--- src/rtl/snake_pkg.sv ---
// Shared constants, FSM encodings and reward payload type for the snake game blocks.
package snake_pkg;

  localparam int unsigned COORD_W = 6;
  localparam int unsigned KIND_W  = 2;
  localparam int unsigned SCORE_W = 3;
  localparam int unsigned STATE_W = 3;

  // Reward slot FSM state encodings
  localparam logic [STATE_W-1:0] ST_IDLE     = 3'd0;
  localparam logic [STATE_W-1:0] ST_SETTLE   = 3'd1;
  localparam logic [STATE_W-1:0] ST_QUERY    = 3'd2;
  localparam logic [STATE_W-1:0] ST_WAIT_OCC = 3'd3;
  localparam logic [STATE_W-1:0] ST_ACTIVE   = 3'd4;
  localparam logic [STATE_W-1:0] ST_FINISH   = 3'd5;

  // Legal playfield bounds (inclusive)
  localparam int unsigned X_MIN = 4;
  localparam int unsigned X_MAX = 19;
  localparam int unsigned Y_MIN = 2;
  localparam int unsigned Y_MAX = 9;

  // Reward class codes
  localparam logic [KIND_W-1:0] REWARD_NONE = 2'd0;
  localparam logic [KIND_W-1:0] REWARD_T1   = 2'd1;
  localparam logic [KIND_W-1:0] REWARD_T2   = 2'd2;
  localparam logic [KIND_W-1:0] REWARD_T3   = 2'd3;

  // Score awarded per reward class
  localparam logic [SCORE_W-1:0] SCORE_T1 = 3'd1;
  localparam logic [SCORE_W-1:0] SCORE_T2 = 3'd3;
  localparam logic [SCORE_W-1:0] SCORE_T3 = 3'd5;

  // A placed or candidate reward on the grid
  typedef struct packed {
    logic [COORD_W-1:0] x;
    logic [COORD_W-1:0] y;
    logic [KIND_W-1:0]  kind;
  } reward_t;

  // Score value for a reward class; unknown/none scores nothing
  function automatic logic [SCORE_W-1:0] score_of(input logic [KIND_W-1:0] kind);
    case (kind)
      REWARD_T1: score_of = SCORE_T1;
      REWARD_T2: score_of = SCORE_T2;
      REWARD_T3: score_of = SCORE_T3;
      default:   score_of = '0;
    endcase
  endfunction

endpackage

--- src/rtl/grid_nudge.sv ---
// Combinational grid helper: saturates (x, y) into the legal window and optionally
// steps one cell to the right, wrapping to the next row and back to the top row.
module grid_nudge
  import snake_pkg::*;
#(
  parameter int unsigned X_LO = snake_pkg::X_MIN,
  parameter int unsigned X_HI = snake_pkg::X_MAX,
  parameter int unsigned Y_LO = snake_pkg::Y_MIN,
  parameter int unsigned Y_HI = snake_pkg::Y_MAX
) (
  input  logic [COORD_W-1:0] i_x,
  input  logic [COORD_W-1:0] i_y,
  input  logic               i_step,
  output logic [COORD_W-1:0] o_x,
  output logic [COORD_W-1:0] o_y
);

  logic [COORD_W-1:0] w_cx;
  logic [COORD_W-1:0] w_cy;

  // Clamp into bounds, then apply the optional raster step with wrap
  always_comb begin
    w_cx = i_x;
    w_cy = i_y;
    if (i_x < COORD_W'(X_LO))      w_cx = COORD_W'(X_LO);
    else if (i_x > COORD_W'(X_HI)) w_cx = COORD_W'(X_HI);
    if (i_y < COORD_W'(Y_LO))      w_cy = COORD_W'(Y_LO);
    else if (i_y > COORD_W'(Y_HI)) w_cy = COORD_W'(Y_HI);

    o_x = w_cx;
    o_y = w_cy;
    if (i_step) begin
      if (w_cx >= COORD_W'(X_HI)) begin
        o_x = COORD_W'(X_LO);
        if (w_cy >= COORD_W'(Y_HI)) o_y = COORD_W'(Y_LO);
        else                        o_y = w_cy + COORD_W'(1);
      end else begin
        o_x = w_cx + COORD_W'(1);
      end
    end
  end

endmodule

--- src/rtl/reward_slot_manager.sv ---
// Reward slot manager: answers the generator's set_require/set_finish handshake,
// finds a free cell via occupancy queries, holds the reward, and scores eats.
// Optional blink of reward_visible while placed: define REWARD_BLINK_EN.
module reward_slot_manager
  import snake_pkg::*;
#(
  parameter int unsigned SETTLE_CYCLES = 4,
  parameter int unsigned MAX_RETRY     = 8,
  parameter int unsigned X_MIN         = snake_pkg::X_MIN,
  parameter int unsigned X_MAX         = snake_pkg::X_MAX,
  parameter int unsigned Y_MIN         = snake_pkg::Y_MIN,
  parameter int unsigned Y_MAX         = snake_pkg::Y_MAX
`ifdef REWARD_BLINK_EN
  , parameter int unsigned BLINK_PERIOD = 8
`endif
) (
  input  logic               clk,
  input  logic               rst_n,
  input  logic               set_require,
  input  logic [KIND_W-1:0]  reward_type,
  input  logic [COORD_W-1:0] random_xpos,
  input  logic [COORD_W-1:0] random_ypos,
  output logic               set_finish,
  output logic               occ_req,
  output logic [COORD_W-1:0] occ_xpos,
  output logic [COORD_W-1:0] occ_ypos,
  input  logic               occ_valid,
  input  logic               occ_hit,
  input  logic               head_valid,
  input  logic [COORD_W-1:0] head_xpos,
  input  logic [COORD_W-1:0] head_ypos,
  output logic               reward_active,
  output logic               reward_visible,
  output logic [COORD_W-1:0] reward_xpos,
  output logic [COORD_W-1:0] reward_ypos,
  output logic [KIND_W-1:0]  reward_kind,
  output logic               eat_pulse,
  output logic [SCORE_W-1:0] score_add,
  output logic               expire_pulse,
  output logic               reject_pulse
);

  localparam int unsigned SETTLE_W = (SETTLE_CYCLES > 1) ? $clog2(SETTLE_CYCLES) : 1;
  localparam int unsigned RETRY_W  = (MAX_RETRY > 1) ? $clog2(MAX_RETRY) : 1;
`ifdef REWARD_BLINK_EN
  localparam int unsigned BLINK_W  = (BLINK_PERIOD > 1) ? $clog2(BLINK_PERIOD) : 1;
`endif

  logic [STATE_W-1:0]  r_state,      w_state_nxt;
  logic [SETTLE_W-1:0] r_settle_cnt, w_settle_nxt;
  logic [RETRY_W-1:0]  r_retry,      w_retry_nxt;
  reward_t             r_cand,       w_cand_nxt;
  reward_t             r_reward,     w_reward_nxt;
  logic                r_occ_req,    w_occ_req_nxt;
  logic                r_set_finish, w_finish_nxt;
  logic                r_active,     w_active_nxt;
  logic                r_visible,    w_visible_nxt;
  logic                r_eat,        w_eat_nxt;
  logic [SCORE_W-1:0]  r_score,      w_score_nxt;
  logic                r_expire,     w_expire_nxt;
  logic                r_reject,     w_reject_nxt;
`ifdef REWARD_BLINK_EN
  logic [BLINK_W-1:0]  r_blink_cnt,  w_blink_nxt;
`endif

  logic [COORD_W-1:0]  w_ng_in_x, w_ng_in_y;
  logic                w_ng_step;
  logic [COORD_W-1:0]  w_ng_x, w_ng_y;
  logic                w_head_hit;

  // Nudge unit clamps raw generator coordinates while settling, else steps the candidate
  assign w_ng_in_x = (r_state == ST_SETTLE) ? random_xpos : r_cand.x;
  assign w_ng_in_y = (r_state == ST_SETTLE) ? random_ypos : r_cand.y;
  assign w_ng_step = (r_state != ST_SETTLE);

  grid_nudge #(
    .X_LO (X_MIN),
    .X_HI (X_MAX),
    .Y_LO (Y_MIN),
    .Y_HI (Y_MAX)
  ) u_grid_nudge (
    .i_x    (w_ng_in_x),
    .i_y    (w_ng_in_y),
    .i_step (w_ng_step),
    .o_x    (w_ng_x),
    .o_y    (w_ng_y)
  );

  assign w_head_hit = head_valid && (head_xpos == r_reward.x) && (head_ypos == r_reward.y);

  // Next-state and next-output logic
  always_comb begin
    w_state_nxt   = r_state;
    w_settle_nxt  = r_settle_cnt;
    w_retry_nxt   = r_retry;
    w_cand_nxt    = r_cand;
    w_reward_nxt  = r_reward;
    w_occ_req_nxt = 1'b0;
    w_finish_nxt  = r_set_finish;
    w_active_nxt  = r_active;
    w_eat_nxt     = 1'b0;
    w_score_nxt   = '0;
    w_expire_nxt  = 1'b0;
    w_reject_nxt  = 1'b0;

    case (r_state)
      ST_IDLE: begin
        if (set_require && (reward_type != REWARD_NONE)) begin
          w_state_nxt  = ST_SETTLE;
          w_settle_nxt = '0;
        end
      end

      ST_SETTLE: begin
        if (!set_require) begin
          w_state_nxt = ST_IDLE;
        end else if (r_settle_cnt == SETTLE_W'(SETTLE_CYCLES - 1)) begin
          w_cand_nxt.x    = w_ng_x;
          w_cand_nxt.y    = w_ng_y;
          w_cand_nxt.kind = reward_type;
          w_retry_nxt     = '0;
          w_occ_req_nxt   = 1'b1;
          w_state_nxt     = ST_QUERY;
        end else begin
          w_settle_nxt = r_settle_cnt + SETTLE_W'(1);
        end
      end

      ST_QUERY: begin
        w_state_nxt = set_require ? ST_WAIT_OCC : ST_IDLE;
      end

      ST_WAIT_OCC: begin
        if (!set_require) begin
          w_state_nxt = ST_IDLE;
        end else if (occ_valid) begin
          if (!occ_hit) begin
            w_reward_nxt = r_cand;
            w_active_nxt = 1'b1;
            w_state_nxt  = ST_ACTIVE;
          end else if (r_retry == RETRY_W'(MAX_RETRY - 1)) begin
            w_reject_nxt = 1'b1;
            w_finish_nxt = 1'b1;
            w_state_nxt  = ST_FINISH;
          end else begin
            w_cand_nxt.x  = w_ng_x;
            w_cand_nxt.y  = w_ng_y;
            w_retry_nxt   = r_retry + RETRY_W'(1);
            w_occ_req_nxt = 1'b1;
            w_state_nxt   = ST_QUERY;
          end
        end
      end

      ST_ACTIVE: begin
        // An eat in the same cycle as withdrawal still scores
        if (w_head_hit) begin
          w_eat_nxt    = 1'b1;
          w_score_nxt  = score_of(r_reward.kind);
          w_active_nxt = 1'b0;
          w_finish_nxt = 1'b1;
          w_state_nxt  = ST_FINISH;
        end else if (!set_require) begin
          w_expire_nxt = 1'b1;
          w_active_nxt = 1'b0;
          w_state_nxt  = ST_IDLE;
        end
      end

      ST_FINISH: begin
        if (!set_require) begin
          w_finish_nxt = 1'b0;
          w_state_nxt  = ST_IDLE;
        end
      end

      default: begin
        w_state_nxt  = ST_IDLE;
        w_finish_nxt = 1'b0;
        w_active_nxt = 1'b0;
      end
    endcase

`ifdef REWARD_BLINK_EN
    // Blink starts lit on placement and toggles every BLINK_PERIOD cycles while placed
    w_blink_nxt   = '0;
    w_visible_nxt = 1'b0;
    if (w_state_nxt == ST_ACTIVE) begin
      if (r_state != ST_ACTIVE) begin
        w_visible_nxt = 1'b1;
      end else if (r_blink_cnt == BLINK_W'(BLINK_PERIOD - 1)) begin
        w_visible_nxt = !r_visible;
      end else begin
        w_blink_nxt   = r_blink_cnt + BLINK_W'(1);
        w_visible_nxt = r_visible;
      end
    end
`else
    w_visible_nxt = w_active_nxt;
`endif
  end

  // State and output registers
  always_ff @(posedge clk or negedge rst_n) begin
    if (!rst_n) begin
      r_state      <= ST_IDLE;
      r_settle_cnt <= '0;
      r_retry      <= '0;
      r_cand       <= '0;
      r_reward     <= '0;
      r_occ_req    <= 1'b0;
      r_set_finish <= 1'b0;
      r_active     <= 1'b0;
      r_visible    <= 1'b0;
      r_eat        <= 1'b0;
      r_score      <= '0;
      r_expire     <= 1'b0;
      r_reject     <= 1'b0;
`ifdef REWARD_BLINK_EN
      r_blink_cnt  <= '0;
`endif
    end else begin
      r_state      <= w_state_nxt;
      r_settle_cnt <= w_settle_nxt;
      r_retry      <= w_retry_nxt;
      r_cand       <= w_cand_nxt;
      r_reward     <= w_reward_nxt;
      r_occ_req    <= w_occ_req_nxt;
      r_set_finish <= w_finish_nxt;
      r_active     <= w_active_nxt;
      r_visible    <= w_visible_nxt;
      r_eat        <= w_eat_nxt;
      r_score      <= w_score_nxt;
      r_expire     <= w_expire_nxt;
      r_reject     <= w_reject_nxt;
`ifdef REWARD_BLINK_EN
      r_blink_cnt  <= w_blink_nxt;
`endif
    end
  end

  assign set_finish     = r_set_finish;
  assign occ_req        = r_occ_req;
  assign occ_xpos       = r_cand.x;
  assign occ_ypos       = r_cand.y;
  assign reward_active  = r_active;
  assign reward_visible = r_visible;
  assign reward_xpos    = r_reward.x;
  assign reward_ypos    = r_reward.y;
  assign reward_kind    = r_reward.kind;
  assign eat_pulse      = r_eat;
  assign score_add      = r_score;
  assign expire_pulse   = r_expire;
  assign reject_pulse   = r_reject;

endmodule

--- config.mk ---
export PLATFORM = sky130hd
export DESIGN_NAME = reward_slot_manager
export DESIGN_NICKNAME = d
export VERILOG_FILES = /design/src/rtl/snake_pkg.sv /design/src/rtl/grid_nudge.sv /design/src/rtl/reward_slot_manager.sv
export SDC_FILE = /design/constraint.sdc
export NUM_CORES = 1
export LEC_CHECK = 0
export CORE_MARGIN = 5
export CORE_UTILIZATION = 50
export CTS_CLUSTER_DIAMETER = 60
export DETAILED_ROUTE_END_ITERATION = 6
export GPL_TIMING_DRIVEN = 0
export PLACE_DENSITY = 0.89
export SYNTH_ARGS = -nofsm -noshare
export SYNTH_HDL_FRONTEND = slang
export SYNTH_SLANG_ARGS = --single-unit
--- constraint.sdc ---
create_clock -name clk -period 2.9 [get_ports clk]
set_clock_uncertainty 0.15 [all_clocks]
set_input_delay 0.435 -clock clk [delete_from_list [all_inputs] [get_ports clk]]
set_output_delay 0.435 -clock clk [all_outputs]
set_load 0.005 [all_outputs]
==> metrics.cfg, run 1 <==
[outcome]
status=finished clean

[timing]
slew_headroom_pct=67.82
final.min_clock_period_ns=2.757
maxSlewViolCount=0
hold_viol=0
fmax_mhz=362.8
setup_viol=0
tightest_slew_ns=0.4790
period_share_pct=95.05
finalWorstSetupSlack_ns=0.1435
rsz0062_at_grt=false

[place]
dp_hpwl_mm=5.249
io_buffers=67
post-place-cells=413
dpl_cell_area_um2=3502
globalplace.congestion=0.8672
dp_slack_ns=-0.2888

[logic_synthesis]
synthTopCellsByCount=dfrtp_1 (45), mux2_2 (19), nor2_1 (17)
yosysWarnings=0
yosysMostFrequentCell=dfrtp_1
avgSynthCellArea_um2=9.923
synth_top_area_cell=dfrtp_1
synth_ff_type=dfrtp_1
synth-seq-area-share_pct=41.27
synthSimpleGateAreaFrac_pct=20.22
synth.area.top_cells=dfrtp_1 (41%), mux2_2 (7.8%), xnor2_1 (3.9%), buf_4 (3.6%), ha_1 (3.2%)
synth_top_area_share_pct=41.27
synth_xor_area_share_pct=3.851
synth_compound_area_share_pct=15.04
synth_cell_types=56
syn_nets=314
synthArstFlopShare_pct=100.0
synth.area.mux_share_pct=8.253
synth-seq-cells=45
syn_inst=275
synth_top_family_by_area=simple AND/OR/NAND/NOR gates
syn_area_um2=2729
synth-adder-area-share_pct=3.943
synth-edff-count=0

[floorplan]
die_area_um2=7035
num_rows=26
ioPinCount=68
die_h_um=83.88
dieWidth_um=83.88
initial_core_util_pct=52.43
core_um2=5205

[global_routing]
first_global_vias=2450
grt_usage_pct=20.55
grt_overflow_total=0
grt_pass1_wl_mm=11.78
grt_max_degree=42
antenna_found_initial=0

[power]
finalPower_w=0.003020
powerDensity_nw_per_um2=834.8
vdd_drop_max_mv=0.4620
p_leak_nw=1.550

[finish]
diodes=0
final_area_um2=3617
finalCoreUtilization_pct=69.50
drive_gt1_share_pct=17.38
fin_cells=421
nNetsFinal=389
areaGrowthSynthToFinish_pct=32.55

[cts]
cts_htree_levels=2
clockRootBuffer=clkbuf_8
numCtsBuffers=5
clk_path_buf_depth=2
worstSkewPairLatency_ns=0.31
cts_sinks=45
cts_tree=done
clk_pin_slew_ns=0.09

[drt]
vias_per_cell=5.696
wl_mm=6.716
drtIter0Drc=108
wl_met3_um=453
dr_total_vias=2398
met2_length_mm=3.231
wl_per_cell_um=15.95
route.antenna.remaining_nets=0
first_pass_iters=4
dr.max_layer_used=met4
drc=0
met1Wirelength_mm=2.926

[setup_path]
crit_path_end_kind=flip-flop
worst-setup-path-type=input pin to flip-flop
path_cells=clkdlybuf4s50_1 -> or2_2 -> maj3_1 -> o21ai_1 -> nand2_1 -> ha_1 -> or4_1 -> a31oi_1 -> mux2_2
rrSetupSlack_ns=0.24
path_delay_family=simple AND/OR/NAND/NOR gates
rr_startpoint=occ_xpos[4]$_DFFE_PN0P_
path_buf_inv=1
slowest_stage=or4_1
r2r.worst_path.cells=9
crit_fanout=5
regToRegEndpoint=occ_ypos[3]$_DFFE_PN0P_
max_stage_delay_ns=0.47
required_ns=3.00
worstPathArrival_ns=2.86
start_kind=input pin

[worst_hold_path]
hp-class=input pin to async pin

[run]
drv_cap=0

==> how the worst max path moves through the flow <==
stage          slack [ns]               startpoint  cells past startpoint                 endpoint
2_1_floorplan        0.27   r_state[0]$_DFFE_PN0P_                     10  occ_ypos[3]$_DFFE_PN0P_
3_3_place_gp        -0.29           random_xpos[3]                     10  occ_ypos[1]$_DFFE_PN0P_
3_5_place_dp        -0.29           random_xpos[3]                     10  occ_ypos[3]$_DFFE_PN0P_
4_1_cts              0.03   r_state[1]$_DFFE_PN0P_                      9  occ_xpos[2]$_DFFE_PN0P_
5_1_grt            0.0002  occ_xpos[4]$_DFFE_PN0P_                     10  occ_ypos[3]$_DFFE_PN0P_
6_report             0.14           random_xpos[3]                      9  occ_xpos[2]$_DFFE_PN0P_
==> through the flow <==
step                hold WS, ns  TNS, ns
floorplan              -0.01059        0
global placement         0.3235   -1.209
detailed placement       0.1164   -1.352
CTS                      0.3373        0
global route             0.3447        0
finish                   0.3325        0
==> cell type report <==
cell class	count	area, µm²
Timing Repair Buffer	69	695.7
Buffer	22	163.9
Multi-Input combinational cell	196	1418
Clock buffer	7	76.32
Tap cell	70	87.58
Clock inverter	1	7.507
Fill cell	423	1588
Inverter	11	41.29
Sequential cell	45	1127
==> routing by layer <==
layer | global-route usage (%) | up-vias
met5 | 0 | -
met4 | 6.725 | 0
met3 | 5.232 | 10
met2 | 34.13 | 97
met1 | 26.07 | 1140
li1 | - | 1151
==> worst register-to-register path, delay by kind of cell, from the launching register on <==
| kind | cells | cell delay [ns] |
|---|---|---|
| buffers and inverters | 1 | 0.37 |
| adder cells (fa/ha/maj) | 1 | 0.24 |
| flip-flops | 1 | 0.40 |
| multiplexers | 1 | 0.16 |
| AO/OA/AOI/OAI | 4 | 0.65 |
| AND/OR/NAND/NOR | 2 | 0.64 |
==> power breakdown <==
group / leakage (nW) / switching, W / internal (W)
clock network: 0.0385 / 0.000213 / 0.000171
logic: 0.911 / 0.000727 / 0.000880
registers: 0.600 / 0.000230 / 0.000799
total: 1.55 / 0.00117 / 0.00185
==> sequential cells by signal (all words and copies together) (netlist names), 2 cells and up <==
| name | cells |
|---|---|
| occ_xpos | 6 |
| occ_ypos | 6 |
| reward_xpos | 6 |
| reward_ypos | 6 |
| r_retry | 3 |
| r_state | 3 |
| score_add | 3 |
| r_cand | 2 |
| r_settle_cnt | 2 |
| reward_kind | 2 |
==> cells by family (layout without fill, tap and decap cells) <==
group           count (synthesis)  after routing
mux                            20             20
fa+ha+maj                       9              9
flops                          45             45
compound gates                 60             60
xor+xnor                       12             12
buf+inv                        34            110
simple gates                   95             95
==> cell usage in the layout (no fill, tap or decap), drive strengths merged, types with 7 or more instances in the layout <==
master          n
a21oi          10
a31oi           8
buf            20
clkbuf         11
clkdlybuf4s50  66
dfrtp          45
ha              7
inv            11
mux2           20
nand2          14
nand3           8
nor2           17
nor3            9
o21ai          11
or4             7
xnor2          12
==> repair_timing <==
action,CTS,global route
setup endpoints to repair,1,5
setup buffers,0,0
resized for setup,3,7
cloned,0,0
hold buffers,1,0
endpoints found under the hold margin,4,0
Note: power is estimated with default switching activity, not from simulation.
==> run 2, diff against run 1 <==
--- a/config.mk
+++ b/config.mk
@@ -5,6 +5,7 @@
 export SDC_FILE = /design/constraint.sdc
 export NUM_CORES = 1
 export LEC_CHECK = 0
+export CAP_MARGIN = 25
 export CORE_MARGIN = 5
 export CORE_UTILIZATION = 50
 export CTS_CLUSTER_DIAMETER = 60
==> results of run 2 <==
The final DEF is identical to that of run 1; final timing and power are the same.
==> run 3, diff against run 2 <==
--- a/config.mk
+++ b/config.mk
@@ -15,3 +15,4 @@
 export SYNTH_ARGS = -nofsm -noshare
 export SYNTH_HDL_FRONTEND = slang
 export SYNTH_SLANG_ARGS = --single-unit
+export TNS_END_PERCENT = 20
==> results of run 3 <==
The final DEF is identical to that of run 1; final timing and power are the same.
